**config.mk**
```make
export PLATFORM = sky130hd
export DESIGN_NAME = uart_tx_port_flat
export DESIGN_NICKNAME = d
export VERILOG_FILES = /design/src/rtl/uart_tx_port_pkg.sv /design/src/rtl/uart_tx_port_if.sv /design/src/rtl/uart_tx_port_sync_fifo.sv /design/src/rtl/uart_tx_port.sv /design/src/flat_wrapper.sv
export SDC_FILE = /design/constraint.sdc
export NUM_CORES = 1
export LEC_CHECK = 0
export CORE_MARGIN = 4
export CORE_UTILIZATION = 45
export DETAILED_ROUTE_END_ITERATION = 7
export PLACE_DENSITY = 0.69
export SYNTH_ARGS = -nofsm -noshare
export SYNTH_HDL_FRONTEND = slang
export SYNTH_HIERARCHICAL = 1
export SYNTH_SLANG_ARGS = --single-unit
```
**constraint.sdc**
```tcl
create_clock -name clk -period 8.03 [get_ports clk]
set_input_delay 1.606 -clock clk [delete_from_list [all_inputs] [get_ports clk]]
set_output_delay 1.606 -clock clk [all_outputs]
set_load 0.1 [all_outputs]
```
**src/rtl/uart_tx_port_pkg.sv**
```systemverilog
// Shared constants for the UART transmit port: peripheral address prefixes,
// transmitter state encoding and status-word bit positions.
package uart_tx_port_pkg;

    localparam logic [2:0] PERIPH_RAM  = 3'b000;
    localparam logic [2:0] PERIPH_PWM  = 3'b001;
    localparam logic [2:0] PERIPH_BTN  = 3'b010;
    localparam logic [2:0] PERIPH_UART = 3'b011;

    typedef enum logic [1:0] {
        ST_IDLE  = 2'd0,
        ST_START = 2'd1,
        ST_DATA  = 2'd2,
        ST_STOP  = 2'd3
    } tx_state_e;

    localparam int STAT_BUSY    = 0;
    localparam int STAT_FULL    = 1;
    localparam int STAT_EMPTY   = 2;
    localparam int STAT_OVF     = 3;
    localparam int STAT_CNT_LSB = 4;

endpackage

```
**src/rtl/uart_tx_port_if.sv**
```systemverilog
// Peripheral-manager side of the UART port: decoded write strobes, write data,
// status-read select and the combinational status word.
interface uart_tx_port_if;
    logic        write_data;
    logic        write_div;
    logic [31:0] mem_data;
    logic        read_status;
    logic [31:0] status_out;

    modport master (
        output write_data, write_div, mem_data, read_status,
        input  status_out
    );

    modport slave (
        input  write_data, write_div, mem_data, read_status,
        output status_out
    );
endinterface

```
**src/rtl/uart_tx_port_sync_fifo.sv**
```systemverilog
// Single-clock FIFO with first-word-fall-through head; a push while full is
// accepted only when a pop happens in the same cycle.
module sync_fifo #(
    parameter int WIDTH = 8,
    parameter int DEPTH = 4,
    parameter int CW    = $clog2(DEPTH + 1)
) (
    input  logic             clk,
    input  logic             rst_n,
    input  logic             push,
    input  logic             pop,
    input  logic [WIDTH-1:0] wdata,
    output logic [WIDTH-1:0] rdata,
    output logic             full,
    output logic             empty,
    output logic [CW-1:0]    count
);
    localparam int AW = $clog2(DEPTH);

    logic [WIDTH-1:0] mem_q [DEPTH];
    logic [AW-1:0]    wr_ptr_q, wr_ptr_d;
    logic [AW-1:0]    rd_ptr_q, rd_ptr_d;
    logic [CW-1:0]    count_q, count_d;
    logic             do_push, do_pop;

    assign full    = (count_q == CW'(DEPTH));
    assign empty   = (count_q == '0);
    assign count   = count_q;
    assign rdata   = mem_q[rd_ptr_q];
    assign do_pop  = pop & ~empty;
    assign do_push = push & (~full | do_pop);

    always_comb begin
        wr_ptr_d = wr_ptr_q;
        rd_ptr_d = rd_ptr_q;
        count_d  = count_q;
        if (do_push) wr_ptr_d = wr_ptr_q + AW'(1);
        if (do_pop)  rd_ptr_d = rd_ptr_q + AW'(1);
        case ({do_push, do_pop})
            2'b10:   count_d = count_q + CW'(1);
            2'b01:   count_d = count_q - CW'(1);
            default: count_d = count_q;
        endcase
    end

    always_ff @(posedge clk or negedge rst_n) begin
        if (!rst_n) begin
            wr_ptr_q <= '0;
            rd_ptr_q <= '0;
            count_q  <= '0;
        end else begin
            wr_ptr_q <= wr_ptr_d;
            rd_ptr_q <= rd_ptr_d;
            count_q  <= count_d;
        end
    end

    // Storage needs no reset; the count alone defines what is valid.
    always_ff @(posedge clk) begin
        if (do_push) mem_q[wr_ptr_q] <= wdata;
    end
endmodule

```
**src/rtl/uart_tx_port.sv**
```systemverilog
// Memory-mapped 8N1 UART transmitter: byte FIFO, programmable baud divisor,
// registered serial output and a combinational status word.
//
//   state    | meaning
//   ---------+-----------------------------------------------------
//   ST_IDLE  | line high, waiting for a byte in the FIFO
//   ST_START | start bit (low) held for one bit time
//   ST_DATA  | data bits, LSB first, bit index in idx_q
//   ST_STOP  | stop bit (high); at its end chain the next frame or idle
module uart_tx_port
    import uart_tx_port_pkg::*;
#(
    parameter int FIFO_DEPTH  = 4,
    parameter int DEFAULT_DIV = 234,
    parameter int DIV_WIDTH   = 16
) (
    input  logic           clk,
    input  logic           rst_n,
    uart_tx_port_if.slave  bus,
    output logic           tx_out,
    output logic           busy
);
    localparam int CNT_W = $clog2(FIFO_DEPTH + 1);

    tx_state_e            state_q, state_d;
    logic [DIV_WIDTH-1:0] div_cfg_q, div_cfg_d;
    logic [DIV_WIDTH-1:0] div_act_q, div_act_d;
    logic [DIV_WIDTH-1:0] timer_q, timer_d;
    logic [7:0]           shift_q, shift_d;
    logic [2:0]           idx_q, idx_d;
    logic                 tx_q, tx_d;
    logic                 ovf_q, ovf_d;

    logic                 fifo_pop, fifo_full, fifo_empty;
    logic [7:0]           fifo_head;
    logic [CNT_W-1:0]     fifo_count;
    logic                 timer_tc;
    logic [DIV_WIDTH-1:0] div_wr_val;
    logic                 unused_mem_bits;

    sync_fifo #(
        .WIDTH (8),
        .DEPTH (FIFO_DEPTH),
        .CW    (CNT_W)
    ) u_fifo (
        .clk   (clk),
        .rst_n (rst_n),
        .push  (bus.write_data),
        .pop   (fifo_pop),
        .wdata (bus.mem_data[7:0]),
        .rdata (fifo_head),
        .full  (fifo_full),
        .empty (fifo_empty),
        .count (fifo_count)
    );

    assign timer_tc        = (timer_q == div_act_q - DIV_WIDTH'(1));
    assign div_wr_val      = bus.mem_data[DIV_WIDTH-1:0];
    assign unused_mem_bits = ^bus.mem_data[31:DIV_WIDTH];

    always_comb begin
        state_d   = state_q;
        div_act_d = div_act_q;
        timer_d   = timer_q;
        shift_d   = shift_q;
        idx_d     = idx_q;
        tx_d      = tx_q;
        fifo_pop  = 1'b0;
        case (state_q)
            ST_IDLE: begin
                if (!fifo_empty) begin
                    fifo_pop  = 1'b1;
                    shift_d   = fifo_head;
                    div_act_d = div_cfg_q;
                    tx_d      = 1'b0;
                    timer_d   = '0;
                    state_d   = ST_START;
                end
            end
            ST_START: begin
                timer_d = timer_q + DIV_WIDTH'(1);
                if (timer_tc) begin
                    timer_d = '0;
                    tx_d    = shift_q[0];
                    idx_d   = 3'd0;
                    state_d = ST_DATA;
                end
            end
            ST_DATA: begin
                timer_d = timer_q + DIV_WIDTH'(1);
                if (timer_tc) begin
                    timer_d = '0;
                    if (idx_q == 3'd7) begin
                        tx_d    = 1'b1;
                        state_d = ST_STOP;
                    end else begin
                        idx_d   = idx_q + 3'd1;
                        shift_d = {1'b0, shift_q[7:1]};
                        tx_d    = shift_q[1];
                    end
                end
            end
            ST_STOP: begin
                timer_d = timer_q + DIV_WIDTH'(1);
                if (timer_tc) begin
                    timer_d = '0;
                    // Chain straight into the next start bit so there is no idle gap.
                    if (!fifo_empty) begin
                        fifo_pop  = 1'b1;
                        shift_d   = fifo_head;
                        div_act_d = div_cfg_q;
                        tx_d      = 1'b0;
                        state_d   = ST_START;
                    end else begin
                        state_d = ST_IDLE;
                    end
                end
            end
            default: state_d = ST_IDLE;
        endcase
    end

    always_comb begin
        div_cfg_d = div_cfg_q;
        if (bus.write_div && (div_wr_val > DIV_WIDTH'(1))) div_cfg_d = div_wr_val;
    end

    // A fresh overflow wins over a clear-on-read in the same cycle.
    always_comb begin
        ovf_d = ovf_q;
        if (bus.write_data && fifo_full && !fifo_pop) ovf_d = 1'b1;
        else if (bus.read_status)                     ovf_d = 1'b0;
    end

    always_ff @(posedge clk or negedge rst_n) begin
        if (!rst_n) begin
            state_q   <= ST_IDLE;
            div_cfg_q <= DIV_WIDTH'(DEFAULT_DIV);
            div_act_q <= DIV_WIDTH'(DEFAULT_DIV);
            timer_q   <= '0;
            shift_q   <= '0;
            idx_q     <= '0;
            tx_q      <= 1'b1;
            ovf_q     <= 1'b0;
        end else begin
            state_q   <= state_d;
            div_cfg_q <= div_cfg_d;
            div_act_q <= div_act_d;
            timer_q   <= timer_d;
            shift_q   <= shift_d;
            idx_q     <= idx_d;
            tx_q      <= tx_d;
            ovf_q     <= ovf_d;
        end
    end

    assign tx_out = tx_q;
    assign busy   = (state_q != ST_IDLE) | ~fifo_empty;

    always_comb begin
        bus.status_out                     = '0;
        bus.status_out[STAT_BUSY]          = busy;
        bus.status_out[STAT_FULL]          = fifo_full;
        bus.status_out[STAT_EMPTY]         = fifo_empty;
        bus.status_out[STAT_OVF]           = ovf_q;
        bus.status_out[STAT_CNT_LSB +: 4]  = 4'(fifo_count);
    end
endmodule

```
**src/flat_wrapper.sv**
```systemverilog
// flat-port wrapper written by rule: the top's interface ports become plain ports
module uart_tx_port_flat import uart_tx_port_pkg::*;
#(
    parameter int FIFO_DEPTH  = 4,
    parameter int DEFAULT_DIV = 234,
    parameter int DIV_WIDTH   = 16
)
  (clk, rst_n, tx_out, busy, bus_write_data, bus_write_div, bus_mem_data, bus_read_status, bus_status_out);
  uart_tx_port_if bus_i ();
  input  logic clk;
  input  logic rst_n;
  output logic tx_out;
  output logic busy;
  input wire logic [$bits(bus_i.write_data)-1:0] bus_write_data;
  input wire logic [$bits(bus_i.write_div)-1:0] bus_write_div;
  input wire logic [$bits(bus_i.mem_data)-1:0] bus_mem_data;
  input wire logic [$bits(bus_i.read_status)-1:0] bus_read_status;
  output wire logic [$bits(bus_i.status_out)-1:0] bus_status_out;
  assign bus_i.write_data = bus_write_data;
  assign bus_i.write_div = bus_write_div;
  assign bus_i.mem_data = bus_mem_data;
  assign bus_i.read_status = bus_read_status;
  assign bus_status_out = bus_i.status_out;
  uart_tx_port #(.FIFO_DEPTH(FIFO_DEPTH), .DEFAULT_DIV(DEFAULT_DIV), .DIV_WIDTH(DIV_WIDTH)) u_core (.clk(clk), .rst_n(rst_n), .bus(bus_i), .tx_out(tx_out), .busy(busy));
endmodule
```
==> flow_summary.toml, run 1 <==
[outcome]
status = "finished clean"

[floorplan]
rows = 40
core_um2 = 12200
ios = 71
start_util_pct = 46.6
dieArea_um2 = 14500
die_width_um = 120
die-height_um = 120

[yosys]
muxShareOfSynthArea_pct = 11.8
synthFlopType = "dfrtp_1"
synth_compound_area_share_pct = 12.2
yosysWarnings = 6
synthAdderAreaFrac_pct = 3.43
synth_simple_gate_area_share_pct = 12.6
synth_top_cells_by_area = "dfrtp_1 (26%), edfxtp_1 (17%), dfstp_2 (5.1%)"
syn_avg_cell_area_um2 = 11.5
syn_inst = 496
synth_area_um2 = 5690
seq_area_frac_synth_pct = 47.9
ys_ff_latch = 102
synthArstFlopShare_pct = 68.6
synth_top_family_by_area = "simple AND/OR/NAND/NOR gates"
synth_area_leader_cell = "dfrtp_1"
synth_top_area_share_pct = 26.0
synth-edff-count = 32
synth-xor-area-share_pct = 4.47
synth_cell_type_count = 65

[final_layout]
multiInputGateArea_um2 = 2630
final_common_cell = "dfrtp_1"
drive_gt1_share_pct = 18.3
final_net_count = 562
layout_common_cells = "dfrtp_1 (59), edfxtp_1 (32), clkdlybuf4s50_1 (28)"
num-fill-cells = 1064
ff_latch_area_um2 = 2730
final_area_um2 = 6270
syn2layout_area_growth_pct = 10.2
n_antenna_cell = 0

[job]
cap_viol_max_count = 0

[setup_path]
worstSetupStartpointType = "flip-flop"
rrSetupSlack_ps = 3020
cp.required_ps = 8300
worst-path-max-fanout = 16
end_kind = "flip-flop"
worst-setup-path-type = "flip-flop to flip-flop"
rr_worst_depth = 16
rr_endpoint = "u_core/u_fifo/count[2]"
worstPathArrival_ps = 5290
r2r-start = "u_core/div_act_q[0]"

[cts]
postCtsSetupRepairBufs = 0
h-tree-depth = 3
cts_buffer_depth = 2
cts.repair.resized = 0
clk_pin_slew_worst_paths_ps = 70
cts_inserted_buffers = 9
cts_sinks = 102
cts_tree = "yes"
clock_latency_ps = 340
cts-root-buf = "clkbuf_16"
cts_hold_buf = 0

[placed_design]
gp_congestion = 0.839
dp_hpwl_um = 7840
place_area_um2 = 5980
port_buffers = 29

[detailed_routing]
drtAntennaViolNets = 0
vias = 3802
drc = 0
drt_iter0_markers = 240
wl_met3_um = 399
firstDrtPassIters = 5
dr_wl_met2_um = 5320
vias_per_cell = 5.57
dr.max_layer_used = "met4"
routed_wl_um = 11200
wl_met1_um = 5250
wire_per_inst_um = 16.3

[pwr]
pwr_density_cell_nw_per_um2 = 386
ir_worst_vdd_mv = 0.251
p_leak_nw = 2.57

[grt]
grt_max_degree = 71
grt_pass1_vias = 3694
grtUsageTotal_pct = 16.1
grt_pass1_wl_um = 18700
grt_overflow = 0
antenna_found_initial = 0

[timing]
whs_ps = 511
slew_headroom_pct = 33.7
rsz0062_at_grt = "false"
drv_slew = 0
skew_ps = 7.61
hold_violations = 0
finalSetupViolations = 0
max_freq_ghz = 0.199
tightest_slew_ps = 991
finalCritPeriodShare_pct = 62.4
tns_ps = 0
period_minus_slack_ps = 5010

[min_path]
holdPathEnd = "u_core/div_act_q[12]"
hp-start = "u_core/div_cfg_q[12]"
holdPathStages = 1
min_path_type = "flip-flop to flip-flop"
==> Yosys cell counts, drive strengths merged (9+ instances only) <==
library cell,instances
nor4,15
and3,9
xor2,17
inv,24
dfstp,11
ha,14
clkbuf,20
dfrtp,59
nand2,25
or3,12
a31oi,13
o21ai,23
a21oi,16
nand3,10
nor2,10
mux2,33
xnor2,12
buf,35
edfxtp,32
or2,9
==> where the power goes <==
group	internal [W]	switching (W)
Clock	0.000215	0.000198
Sequential	0.000703	0.000163
Combinational	0.000491	0.000651
==> logic make-up after synthesis <==
kind of cell,Yosys count
flip-flops,102
adder cells (fa/ha/maj),15
AND/OR/NAND/NOR,127
other,1
buffers and inverters,79
AO/OA/AOI/OAI,94
multiplexers,49
XOR/XNOR,29
==> stage by stage <==
stage	total power, W	setup slack (ps)	std cells	utilization (%)
final	0.00242	3020	683	51.3
after global routing	0.00259	2670	683	51.3
after CTS	0.00244	3000	683	51.3
after detailed placement	0.00202	3030	667	49.0
after global placement	0.00196	3190	667	49.0
after floorplan	0.00180	3440	520	-
==> how the worst max path moves through the flow <==
stage               slack [ps]  depth (start not counted)                     end                    from
floorplan                 3440                          5       bus_status_out[0]  u_core/u_fifo/count[0]
global placement          3190                         16  u_core/u_fifo/count[2]     u_core/div_act_q[0]
detailed placement        3030                         16  u_core/u_fifo/count[2]     u_core/div_act_q[0]
CTS                       3000                         16  u_core/u_fifo/count[2]     u_core/div_act_q[0]
global route              2670                         16  u_core/u_fifo/count[2]     u_core/div_act_q[0]
finish                    3020                         16  u_core/u_fifo/count[2]     u_core/div_act_q[0]
==> worst max-delay path, stage by stage (launching register included) <==
cell and delay (ps):
dfrtp_1 420, inv_1 70, ha_1 230, or4b_1 610, nor4_2 420, nand3_1 220
a221oi_4 450, nand4_1 580, o21bai_1 460, and3_1 260, o31a_2 200, ha_1 180
inv_1 50, fa_1 380, xor2_1 150, nor2_1 110, xor2_1 140
==> routing by layer <==
layer / vias to the layer above / global-route usage (%)
met2: 88 / 25.1
met1: 1894 / 23.1
met3: 15 / 2.71
met4: 0 / 4.96
li1: 1805 / -
met5: - / 0
==> registers in the layout, indices dropped and copies added (netlist names), 3 cells and up <==
signal and flops:
u_core/timer_q 16, u_core/u_fifo/count 3, u_core/shift_q 8, u_core/u_fifo/mem_q 32, u_core/div_cfg_q 16, u_core/idx_q 3
u_core/div_act_q 16
==> cell type report <==
cell class / instances / area share, %
Clock buffer: 10 / 3.65
Multi-Input combinational cell: 339 / 42.0
Sequential cell: 102 / 43.5
Tap cell: 168 / 3.35
Clock inverter: 6 / 0.879
Timing Repair Buffer: 34 / 5.15
Inverter: 24 / 1.44
Power figures use the tool's default switching activity.
==> inputs of run 2 (changes only) <==
==> constraint.sdc (replaced) <==
create_clock -name clk -period 5.25 [get_ports clk]
set_input_delay 1.05 -clock clk [delete_from_list [all_inputs] [get_ports clk]]
set_output_delay 1.05 -clock clk [all_outputs]
set_load 0.1 [all_outputs]
==> run 2 against run 1 <==
Core utilization is 0.10 points higher; clock-buffer cell count shrank 1; critical path depth rose by 1.
==> flow_summary.toml, run 2 (synthesized netlist as in run 1, its figures left out) <==
[timing]
finalSetupViolations = 0
skew_ps = 8.36
fin_ws_ps = 669
tightest_slew_ps = 986
finalCritPeriodShare_pct = 87.3
slew_headroom_pct = 34.1
max_freq_ghz = 0.218
drv_slew = 0
rsz0062_at_grt = "false"
hold_violations = 0
period_minus_slack_ps = 4580
tns_ps = 0

[floorplan]
die_width_um = 120
rows = 40
die-height_um = 120
start_util_pct = 46.6
dieArea_um2 = 14500
core_um2 = 12200
ios = 71

[min_path]
min_path_type = "flip-flop to flip-flop"

[cts]
cts.repair.resized = 0
h-tree-depth = 3
cts_sinks = 102
clk_pin_slew_worst_paths_ps = 80
postCtsSetupRepairBufs = 0
cts_inserted_buffers = 9
clock_latency_ps = 340
cts-root-buf = "clkbuf_16"
cts_hold_buf = 0
cts_tree = "yes"
cts_buffer_depth = 2

[detailed_routing]
drc = 0
firstDrtPassIters = 5
wire_per_inst_um = 16.1
drtAntennaViolNets = 0
vias_per_cell = 5.57
routed_wl_um = 11000
drt_iter0_markers = 207
vias = 3807

[final_layout]
syn2layout_area_growth_pct = 10.4
utilization_pct = 51.4
n_antenna_cell = 0
largest_reg_flops = 32
num-fill-cells = 1059
layout_common_cells = "dfrtp_1 (59), edfxtp_1 (32), clkdlybuf4s50_1 (28)"
final_area_um2 = 6280
final_common_cell = "dfrtp_1"
largest-register = "u_core/u_fifo/mem_q"
drive_gt1_share_pct = 18.8
final_net_count = 563

[placed_design]
port_buffers = 29
place_area_um2 = 5990
gp_congestion = 0.849
dp_hpwl_um = 7810
place_ws_ps = 712

[pwr]
p_leak_nw = 2.57
pwr_density_cell_nw_per_um2 = 590
ir_worst_vdd_mv = 0.289

[grt]
grtUsageTotal_pct = 15.6
grt_pass1_vias = 3639
grt_max_degree = 37
grt_overflow = 0
grt_pass1_wl_um = 18200
antenna_found_initial = 0

[setup_path]
worstSetupStartpointType = "flip-flop"
path_cells = "inv_1 > ha_1 > or4b_1 > nor4_2 > nand3_1 > a221oi_4 > nand4_1 > buf_4 > o21bai_1 > and3_1 > o31a_2 > ha_1 > inv_1 > fa_1 > xor2_1 > nor2_1 > xor2_1"
cp.required_ps = 5520
worstPathArrival_ps = 4850
worst-path-max-fanout = 16
slowest_delay_ps = 610
rrSetupSlack_ps = 670
worst-setup-path-type = "flip-flop to flip-flop"
end_kind = "flip-flop"
worst_path_max_delay_cell = "or4b_1"

[outcome]
status = "finished clean"

[job]
cap_viol_max_count = 0
-- run 2: path summary, 6_finish.rpt --
check                                      from                         to  cells past startpoint
max in group asynchronous                 rst_n        u_core/div_cfg_q[1]                      2
hold / removal             u_core/div_cfg_q[13]       u_core/div_act_q[13]                      1
hold reg to reg            u_core/div_cfg_q[13]       u_core/div_act_q[13]                      1
setup / recovery            u_core/div_act_q[0]     u_core/u_fifo/count[2]                     17
setup reg to reg            u_core/div_act_q[0]     u_core/u_fifo/count[2]                     17
min in group asynchronous                 rst_n  u_core/u_fifo/rd_ptr_q[1]                      1
-- run 2: area by class of cell --
cell class	count	area, µm²	share of cell area (%)
repair buffers	35	330	5.26
clock buffers	9	225	3.59
clock inverters	7	63.8	1.02
well taps	168	210	3.35
multi-input cells	339	2630	41.9
flip-flops and latches	102	2730	43.4
inverters	24	90.1	1.43
-- run 2: per-stage QoR --
step,power [W],cells,hold WS [ps]
6_report,0.00371,684,506
4_1_cts,0.00374,684,509
3_5_place_dp,0.00308,668,490
3_3_place_gp,0.00300,668,482
5_1_grt,0.00396,684,527
2_1_floorplan,0.00276,520,477
-- run 2: critical path: cells and delay by family, from the launching register on --
family | cells | cell delay (ps)
simple gates | 6 | 1740
compound gates | 3 | 900
buf+inv | 3 | 380
fa+ha+maj | 3 | 780
flops | 1 | 430
xor+xnor | 2 | 300
-- run 2: power breakdown --
| group | leakage (nW) | switching (W) | internal (W) |
|---|---|---|---|
| Combinational | 1.29 | 0.000991 | 0.000751 |
| Clock | 0.136 | 0.000312 | 0.000332 |
| Sequential | 1.14 | 0.000247 | 0.00107 |
| Total | 2.57 | 0.00155 | 0.00216 |
-- run 2: layer usage --
| layer | up-vias | routed length [µm] | GRT usage, % |
|---|---|---|---|
| li1 | 1809 | - | - |
| met1 | 1887 | 5000 | 20.9 |
| met2 | 98 | 5430 | 26.0 |
| met3 | 13 | 416 | 1.96 |
| met4 | 0 | 172 | 5.95 |
| met5 | - | 0 | 0 |
==> inputs of run 3 (changes only) <==
--- a/config.mk
+++ b/config.mk
@@ -7,9 +7,12 @@
 export LEC_CHECK = 0
 export CORE_MARGIN = 4
 export CORE_UTILIZATION = 45
+export CTS_CLUSTER_DIAMETER = 150
 export DETAILED_ROUTE_END_ITERATION = 7
 export PLACE_DENSITY = 0.69
+export REMOVE_ABC_BUFFERS = 1
 export SYNTH_ARGS = -nofsm -noshare
 export SYNTH_HDL_FRONTEND = slang
 export SYNTH_HIERARCHICAL = 1
 export SYNTH_SLANG_ARGS = --single-unit
+export TNS_END_PERCENT = 5
==> run 3 against run 2 <==
Global-route usage increased by 0.30 points; worst hold slack worse by 0.78 ps; largest cell class unchanged; critical path type unchanged; clock power is 4.5% higher; clock-buffer cell count grew 1; highest routed layer unchanged; non-clock buffer count did not move.
==> flow_summary.toml, run 3 (synthesized netlist as in run 1, its figures left out) <==
[pwr]
power.total_w = 0.00374
p_leak_nw = 2.57
ir_worst_vdd_mv = 0.265
pwr_density_cell_nw_per_um2 = 595

[timing]
drv_slew = 0
finalSetupViolations = 0
rsz0062_at_grt = "false"
max_freq_ghz = 0.219
slew_headroom_pct = 35.3
tightest_slew_ps = 967
finalCritPeriodShare_pct = 86.8
period_minus_slack_ps = 4560
whs_ps = 505
skew_ps = 9.65
tns_ps = 0
hold_violations = 0

[final_layout]
ff_latch_area_um2 = 2730
drive_gt1_share_pct = 18.6
multiInputGateArea_um2 = 2630
largest_reg_flops = 32
final_common_cell = "dfrtp_1"
final_area_um2 = 6290
largest-register = "u_core/u_fifo/mem_q"
syn2layout_area_growth_pct = 10.6
n_antenna_cell = 0
final_net_count = 563
layout_common_cells = "dfrtp_1 (59), edfxtp_1 (32), clkdlybuf4s50_1 (28)"
num-fill-cells = 1054

[detailed_routing]
vias_per_cell = 5.53
vias = 3785
drc = 0
drt_iter0_markers = 208
firstDrtPassIters = 4
wire_per_inst_um = 16.2
drtAntennaViolNets = 0
routed_wl_um = 11100

[floorplan]
die_width_um = 120
core_um2 = 12200
dieArea_um2 = 14500
start_util_pct = 46.6
ios = 71
rows = 40
die-height_um = 120

[min_path]
min_path_type = "flip-flop to flip-flop"

[setup_path]
worst-path-max-fanout = 16
rrSetupSlack_ps = 690
worstSetupStartpointType = "flip-flop"
timing.critical_path.buf_inv = 3
path_delay_family = "simple AND/OR/NAND/NOR gates"
worstPathArrival_ps = 4830
slowest_delay_ps = 600
path_cells = "inv_1 > ha_1 > or4b_1 > nor4_2 > nand3_1 > a221oi_4 > nand4_1 > buf_4 > o21bai_1 > and3_1 > o31a_2 > ha_1 > inv_1 > fa_1 > xor2_1 > nor2_1 > xor2_1"
worst-setup-path-type = "flip-flop to flip-flop"
end_kind = "flip-flop"
cp.required_ps = 5520
worst_path_max_delay_cell = "or4b_1"

[placed_design]
dp_hpwl_um = 7900
place_area_um2 = 5990
port_buffers = 29
gp_congestion = 0.824

[cts]
cts_tree = "yes"
h-tree-depth = 3
cts.repair.resized = 0
postCtsSetupRepairBufs = 0
cts_buffer_depth = 2
cts_hold_buf = 0
cts_inserted_buffers = 9
clk_pin_slew_worst_paths_ps = 70
cts-root-buf = "clkbuf_16"
cts_sinks = 102
clock_latency_ps = 340

[grt]
grt_max_degree = 40
grt_pass1_wl_um = 18600
grt_pass1_vias = 3710
grt_overflow = 0
antenna_found_initial = 0
grtUsageTotal_pct = 15.9

[outcome]
status = "finished clean"

[job]
cap_viol_max_count = 0
-- run 3: changes by cell type in the layout (fill, tap and decap cells not counted) --
cell        change
clkinvlp_2      +2
clkbuf_1        +1
clkinv_4        -1
clkinvlp_4      -2
inv_8           -1
bufinv_16       +1
-- run 3: worst paths after layout --
| check | depth (start not counted) | end | start |
|---|---|---|---|
| worst min register to register | 1 | u_core/div_act_q[8] | u_core/div_cfg_q[8] |
| worst max-delay path | 17 | u_core/u_fifo/count[2] | u_core/div_act_q[0] |
| max in group asynchronous | 2 | u_core/div_act_q[3] | rst_n |
| worst max register to register | 17 | u_core/u_fifo/count[2] | u_core/div_act_q[0] |
| min in group asynchronous | 1 | u_core/shift_q[5] | rst_n |
| worst min-delay path | 1 | u_core/div_act_q[8] | u_core/div_cfg_q[8] |
-- run 3: area by class of cell --
class,instances,share of cell area [%]
timing repair buffer,35,5.25
inverter,24,1.43
sequential,102,43.4
tap,168,3.34
multi-input combinational,339,41.9
clock inverter,6,1.09
clock buffer,10,3.64
-- run 3: report_power, final --
group / switching [W] / internal [W] / leakage (nW)
Clock: 0.000299 / 0.000374 / 0.141
Sequential: 0.000252 / 0.00108 / 1.14
Combinational: 0.000990 / 0.000750 / 1.29
Total: 0.00154 / 0.00220 / 2.57
-- run 3: stage by stage --
stage,worst slack (ps),utilization (%),instances
6_report,692,51.5,684
5_1_grt,456,51.5,684
4_1_cts,726,51.5,684
3_5_place_dp,746,49.0,668
3_3_place_gp,886,49.0,668
2_1_floorplan,-1230,-,465
-- run 3: worst register-to-register path: stages, from the launching register on --
cell and delay [ps]:
dfrtp_1 430, inv_1 80, ha_1 200, or4b_1 600, nor4_2 380, nand3_1 200
a221oi_4 470, nand4_1 150, buf_4 240, o21bai_1 250, and3_1 250, o31a_2 200
ha_1 180, inv_1 60, fa_1 370, xor2_1 150, nor2_1 120, xor2_1 160
-- run 3: layer usage --
layer	part of all wire, %	global-route usage (%)
met1	46	21.2
met5	0	0
met4	1.3	5.74
met3	3.1	2.48
met2	49	26.4
